File: src/rtl/pulp_board_io.sv
// Board I/O conditioning: input synchronise/debounce with edge pulses,
// stretched synchronous SoC reset from the board reset button, and LED drive
// with off/on/follow/blink modes.
module pulp_board_io #(
  parameter int unsigned N_IN            = 8,
  parameter int unsigned N_LED           = 4,
  parameter int unsigned SYNC_STAGES     = 2,
  parameter int unsigned DEBOUNCE_CYCLES = 1000,
  parameter int unsigned RST_STRETCH     = 16,
  parameter int unsigned BLINK_CYCLES    = 25000000
) (
  input  logic               clk_i,
  input  logic               rst_ni,
  input  logic               pad_reset_i,
  input  logic [N_IN-1:0]    in_raw_i,
  output logic [N_IN-1:0]    in_o,
  output logic [N_IN-1:0]    rise_o,
  output logic [N_IN-1:0]    fall_o,
  output logic               soc_rst_no,
  input  logic [2*N_LED-1:0] led_mode_i,
  input  logic [N_LED-1:0]   led_i,
  output logic [N_LED-1:0]   led_o
);

  localparam int unsigned DbW = $clog2(DEBOUNCE_CYCLES + 1);
  localparam int unsigned StW = $clog2(RST_STRETCH + 1);
  localparam int unsigned BlW = $clog2(BLINK_CYCLES + 1);

  localparam logic [DbW-1:0] DbLast   = DbW'(DEBOUNCE_CYCLES - 1);
  localparam logic [StW-1:0] StDone   = StW'(RST_STRETCH);
  localparam logic [BlW-1:0] BlLast   = BlW'(BLINK_CYCLES - 1);

  // Debounce state
  logic [N_IN-1:0][SYNC_STAGES-1:0] in_sync_q, in_sync_d;
  logic [N_IN-1:0][DbW-1:0]         db_cnt_q, db_cnt_d;
  logic [N_IN-1:0]                  in_q, in_d;
  logic [N_IN-1:0]                  rise_q, rise_d;
  logic [N_IN-1:0]                  fall_q, fall_d;

  // Reset generator state
  logic [SYNC_STAGES-1:0] rst_sync_q, rst_sync_d;
  logic [StW-1:0]         rst_cnt_q, rst_cnt_d;
  logic                   soc_rst_q, soc_rst_d;

  // LED state
  logic [BlW-1:0]   blink_cnt_q, blink_cnt_d;
  logic             blink_q, blink_d;
  logic [N_LED-1:0] led_q, led_d;

  // Per-channel synchroniser shift and debounce counter; edge pulses coincide with the in_o update.
  always_comb begin
    in_sync_d = in_sync_q;
    db_cnt_d  = '0;
    in_d      = in_q;
    rise_d    = '0;
    fall_d    = '0;
    for (int i = 0; i < int'(N_IN); i++) begin
      in_sync_d[i] = {in_sync_q[i][SYNC_STAGES-2:0], in_raw_i[i]};
      if (in_sync_q[i][SYNC_STAGES-1] != in_q[i]) begin
        if (db_cnt_q[i] == DbLast) begin
          in_d[i]   = in_sync_q[i][SYNC_STAGES-1];
          rise_d[i] = in_sync_q[i][SYNC_STAGES-1];
          fall_d[i] = ~in_sync_q[i][SYNC_STAGES-1];
        end else begin
          db_cnt_d[i] = db_cnt_q[i] + 1'b1;
        end
      end
    end
  end

  // Reset stretch: soc_rst is registered from the next-state values so the
  // output is a clean flop that drops SYNC_STAGES edges after a press.
  always_comb begin
    rst_sync_d = {rst_sync_q[SYNC_STAGES-2:0], pad_reset_i};
    rst_cnt_d  = rst_cnt_q;
    if (rst_sync_q[SYNC_STAGES-1]) begin
      rst_cnt_d = '0;
    end else if (rst_cnt_q < StDone) begin
      rst_cnt_d = rst_cnt_q + 1'b1;
    end
    soc_rst_d = ~rst_sync_d[SYNC_STAGES-1] && (rst_cnt_d == StDone);
  end

  // Free-running blink phase and per-LED mode select.
  always_comb begin
    blink_cnt_d = blink_cnt_q + 1'b1;
    blink_d     = blink_q;
    if (blink_cnt_q == BlLast) begin
      blink_cnt_d = '0;
      blink_d     = ~blink_q;
    end
    led_d = '0;
    for (int i = 0; i < int'(N_LED); i++) begin
      unique case (led_mode_i[2*i +: 2])
        2'b00:   led_d[i] = 1'b0;
        2'b01:   led_d[i] = 1'b1;
        2'b10:   led_d[i] = led_i[i];
        default: led_d[i] = blink_q;
      endcase
    end
  end

  // State registers, all cleared asynchronously.
  always_ff @(posedge clk_i or negedge rst_ni) begin
    if (!rst_ni) begin
      in_sync_q   <= '0;
      db_cnt_q    <= '0;
      in_q        <= '0;
      rise_q      <= '0;
      fall_q      <= '0;
      rst_sync_q  <= '0;
      rst_cnt_q   <= '0;
      soc_rst_q   <= 1'b0;
      blink_cnt_q <= '0;
      blink_q     <= 1'b0;
      led_q       <= '0;
    end else begin
      in_sync_q   <= in_sync_d;
      db_cnt_q    <= db_cnt_d;
      in_q        <= in_d;
      rise_q      <= rise_d;
      fall_q      <= fall_d;
      rst_sync_q  <= rst_sync_d;
      rst_cnt_q   <= rst_cnt_d;
      soc_rst_q   <= soc_rst_d;
      blink_cnt_q <= blink_cnt_d;
      blink_q     <= blink_d;
      led_q       <= led_d;
    end
  end

  assign in_o       = in_q;
  assign rise_o     = rise_q;
  assign fall_o     = fall_q;
  assign soc_rst_no = soc_rst_q;
  assign led_o      = led_q;

endmodule
File: config.mk
export PLATFORM = sky130hd
export DESIGN_NAME = pulp_board_io
export DESIGN_NICKNAME = d
export VERILOG_FILES = /design/src/rtl/pulp_board_io.sv
export SDC_FILE = /design/constraint.sdc
export NUM_CORES = 1
export LEC_CHECK = 0
export BUFFER_PORTS_ARGS = -buffer_cell sky130_fd_sc_hd__clkbuf_2
export CAP_MARGIN = 20
export CORE_MARGIN = 2
export CORE_UTILIZATION = 40
export CTS_CLUSTER_DIAMETER = 60
export DETAILED_ROUTE_END_ITERATION = 16
export MAX_ROUTING_LAYER = met4
export PLACE_DENSITY = 0.69
export RECOVER_POWER = 100
export SYNTH_ARGS = -nofsm -noshare
export SYNTH_HDL_FRONTEND = slang
export SYNTH_SLANG_ARGS = --single-unit
File: constraint.sdc
create_clock -name clk_i -period 2.3 [get_ports clk_i]
set_input_delay 0.46 -clock clk_i [delete_from_list [all_inputs] [get_ports clk_i]]
set_output_delay 0.46 -clock clk_i [all_outputs]
set_load 0.005 [all_outputs]
==> results.cfg <==
[outcome]
outcome = finished, final reports clean

[global_route]
grt_max_degree = 46
antenna_found_initial = 0
grt_pass1_wl_mm = 20.8
grt_remaining_overflow = 0
grt_util_all_layers_pct = 14.9
grt_pass1_vias = 4588

[routing]
drt_iter0_drc = 224
first_pass_iters = 4
vias = 4454
routed_wl_mm = 11.7
detail_route.wl_per_cell_um = 13.0
viasPerCell = 4.96
antenna_left = 0
drc_errors = 0

[floorplanning]
die_h_um = 133
initial_utilization_pct = 40.4
io_pins = 52
die_x_um = 133
row_count = 47
core_area_um2 = 16400
die-area_um2 = 17600

[layout]
fin_nets = 700
most-common-layout-cells = dfrtp_1 (158), nor2_1 (99), xnor2_1 (62), nand2_1 (43), clkbuf_2 (33)
area_growth_pct = 17.9
diodes = 0
layout_commonest_cell = dfrtp_1
finalNonFillerCells = 898
drive_above_1_share_pct = 11.2

[yosys]
syn-num-nets = 628
ys_seq_area_share_pct = 59.6
ys_ff_latch = 158
netlist_instances = 595
synth_cell_types = 32
syn_avg_cell_area_um2 = 11.2
synth_warnings = 0
syn_area_um2 = 6640

[placed_design]
io_buffers = 51
placedCellCount = 867
hpwlAfterDp_mm = 8.12
gp_routability_congestion = 0.845

[clock_network]
tritoncts = done
cts_inserted_buffers = 17
cts_sinks = 158
cts.htree.levels = 4
clk_pin_slew_ns = 0.06
cts_buffer_depth = 2
root_buffer = clkbuf_16
post_cts_resized = 0
insertion_delay_ns = 0.42

[pwr]
total_power_w = 0.00612
p_per_area_nw_per_um2 = 782
leakage_nw = 3.41
irDropWorstVdd_mv = 0.531

[critical_path]
cp-end-kind = flop
worstSetupPathType = flop to flop
cp_max_fo = 12
critPathRequiredTime_ns = 2.65
arrival_ns = 2.35
cp-start-kind = flop

[job]
cap_viol_max_count = 0

[sta]
slew_viol_final = 0
rsz0062_at_grt = false
setup-tns-final_ns = 0
finalClockSkew_ns = 0.0126
max_freq_mhz = 499
setup_viol = 0
finalCritPeriodShare_pct = 87.2
hold_violations = 0
period_needed_ns = 2.00
timing.slew.headroom_pct = 22.3
holdWs_ns = 0.143
worst_slew_pin_slew_ns = 1.17

[min_path]
hp-class = primary input to flop
-- kinds of logic after synthesis --
logic type	after synthesis	synth area share [%]
simple gates	289	21.8
xor+xnor	93	12.3
flops	158	59.6
compound gates	21	1.83
mux	9	1.51
buf+inv	15	1.09
fa+ha+maj	10	1.89
-- cells in the mapped netlist (all sizes together) --
cell type | count | area, µm²
o21ba | 1 | 10.0
nand3 | 25 | 125
nor3b | 17 | 128
or4b | 1 | 10.0
o41ai | 1 | 8.76
or3 | 5 | 31.3
xnor2 | 62 | 543
nand2b | 8 | 50.1
nor3 | 27 | 135
o21ai | 4 | 20.0
mux2 | 8 | 90.1
nor2 | 99 | 372
buf | 3 | 27.5
nor2b | 2 | 12.5
dfrtp | 158 | 3950
and4 | 6 | 52.6
nand4 | 21 | 131
nor4bb | 1 | 10.0
nand2 | 43 | 161
and2 | 6 | 37.5
nor4 | 4 | 25.0
clkbuf | 1 | 3.75
inv | 11 | 41.3
nand4b | 3 | 26.3
a31oi | 6 | 37.5
ha | 10 | 125
xor2 | 31 | 272
or4 | 7 | 52.6
a21oi | 9 | 45.0
and3 | 14 | 87.6
mux2i | 1 | 10.0
-- where the power goes --
group	switching (W)	total (W)	internal [W]
Sequential	0.0000474	0.00289	0.00284
Combinational	0.000122	0.000198	0.0000761
Clock	0.00107	0.00303	0.00196
-- worst max-delay path: stages, from the launching register on --
cell	delay (ns)
dfrtp_1	0.43
or4b_1	0.53
nor4_1	0.16
and4_1	0.35
clkbuf_2	0.31
xnor2_1	0.15
-- registers in the layout, summed over array words and instances (netlist names), 4 cells and up --
| signal | count |
|---|---|
| db_cnt_q | 80 |
| blink_cnt_q | 25 |
| led_o | 4 |
| in_sync_q | 8 |
| fall_o | 8 |
| rst_cnt_q | 5 |
| in_sync_d | 8 |
| in_o | 8 |
| rise_o | 8 |
-- worst paths after layout --
| kind | startpoint | to | slack [ns] | cells past startpoint |
|---|---|---|---|---|
| worst max-delay path | blink_cnt_q[9] | blink_q | 0.30 | 5 |
| worst min-delay path | pad_reset_i | rst_sync_q[0] | 0.14 | 1 |
| worst max register to register | blink_cnt_q[9] | blink_q | 0.30 | 5 |
| worst min register to register | in_sync_d[15] | in_sync_q[15] | 0.35 | 0 |
| max in group asynchronous | rst_ni | db_cnt_q[71] | 0.59 | 3 |
| min in group asynchronous | rst_ni | in_o[2] | 0.81 | 2 |
-- layer usage --
layer  wire (µm)  up-vias  track usage [%]
met5           0        -                -
met4         171        0             5.50
met3         418       16             4.18
met2        5700       68             23.9
met1        5420     2200             18.1
li1            -     2170                -
-- metrics by stage --
stage	setup WS [ns]	util (%)	instance area, µm²
after floorplan	0.631	-	6640
after global placement	0.429	43.9	7200
after detailed placement	0.406	43.9	7200
after CTS	0.389	47.9	7860
after global routing	0.199	47.7	7820
final	0.295	47.7	7820
-- layout make-up --
class	instances	area (µm²)
Multi-Input combinational cell	422	2610
Fill cell	1466	8580
Sequential cell	158	3950
Timing Repair Buffer	57	302
Inverter	11	41.3
Tap cell	220	275
Clock buffer	19	453
Clock inverter	11	190
-- repair_timing --
item / CTS / global route
endpoints found under the hold margin: 41 / 0
buffers inserted: 0 / 0
hold buffers: 1 / 0
(Power assumes the default switching activity.)
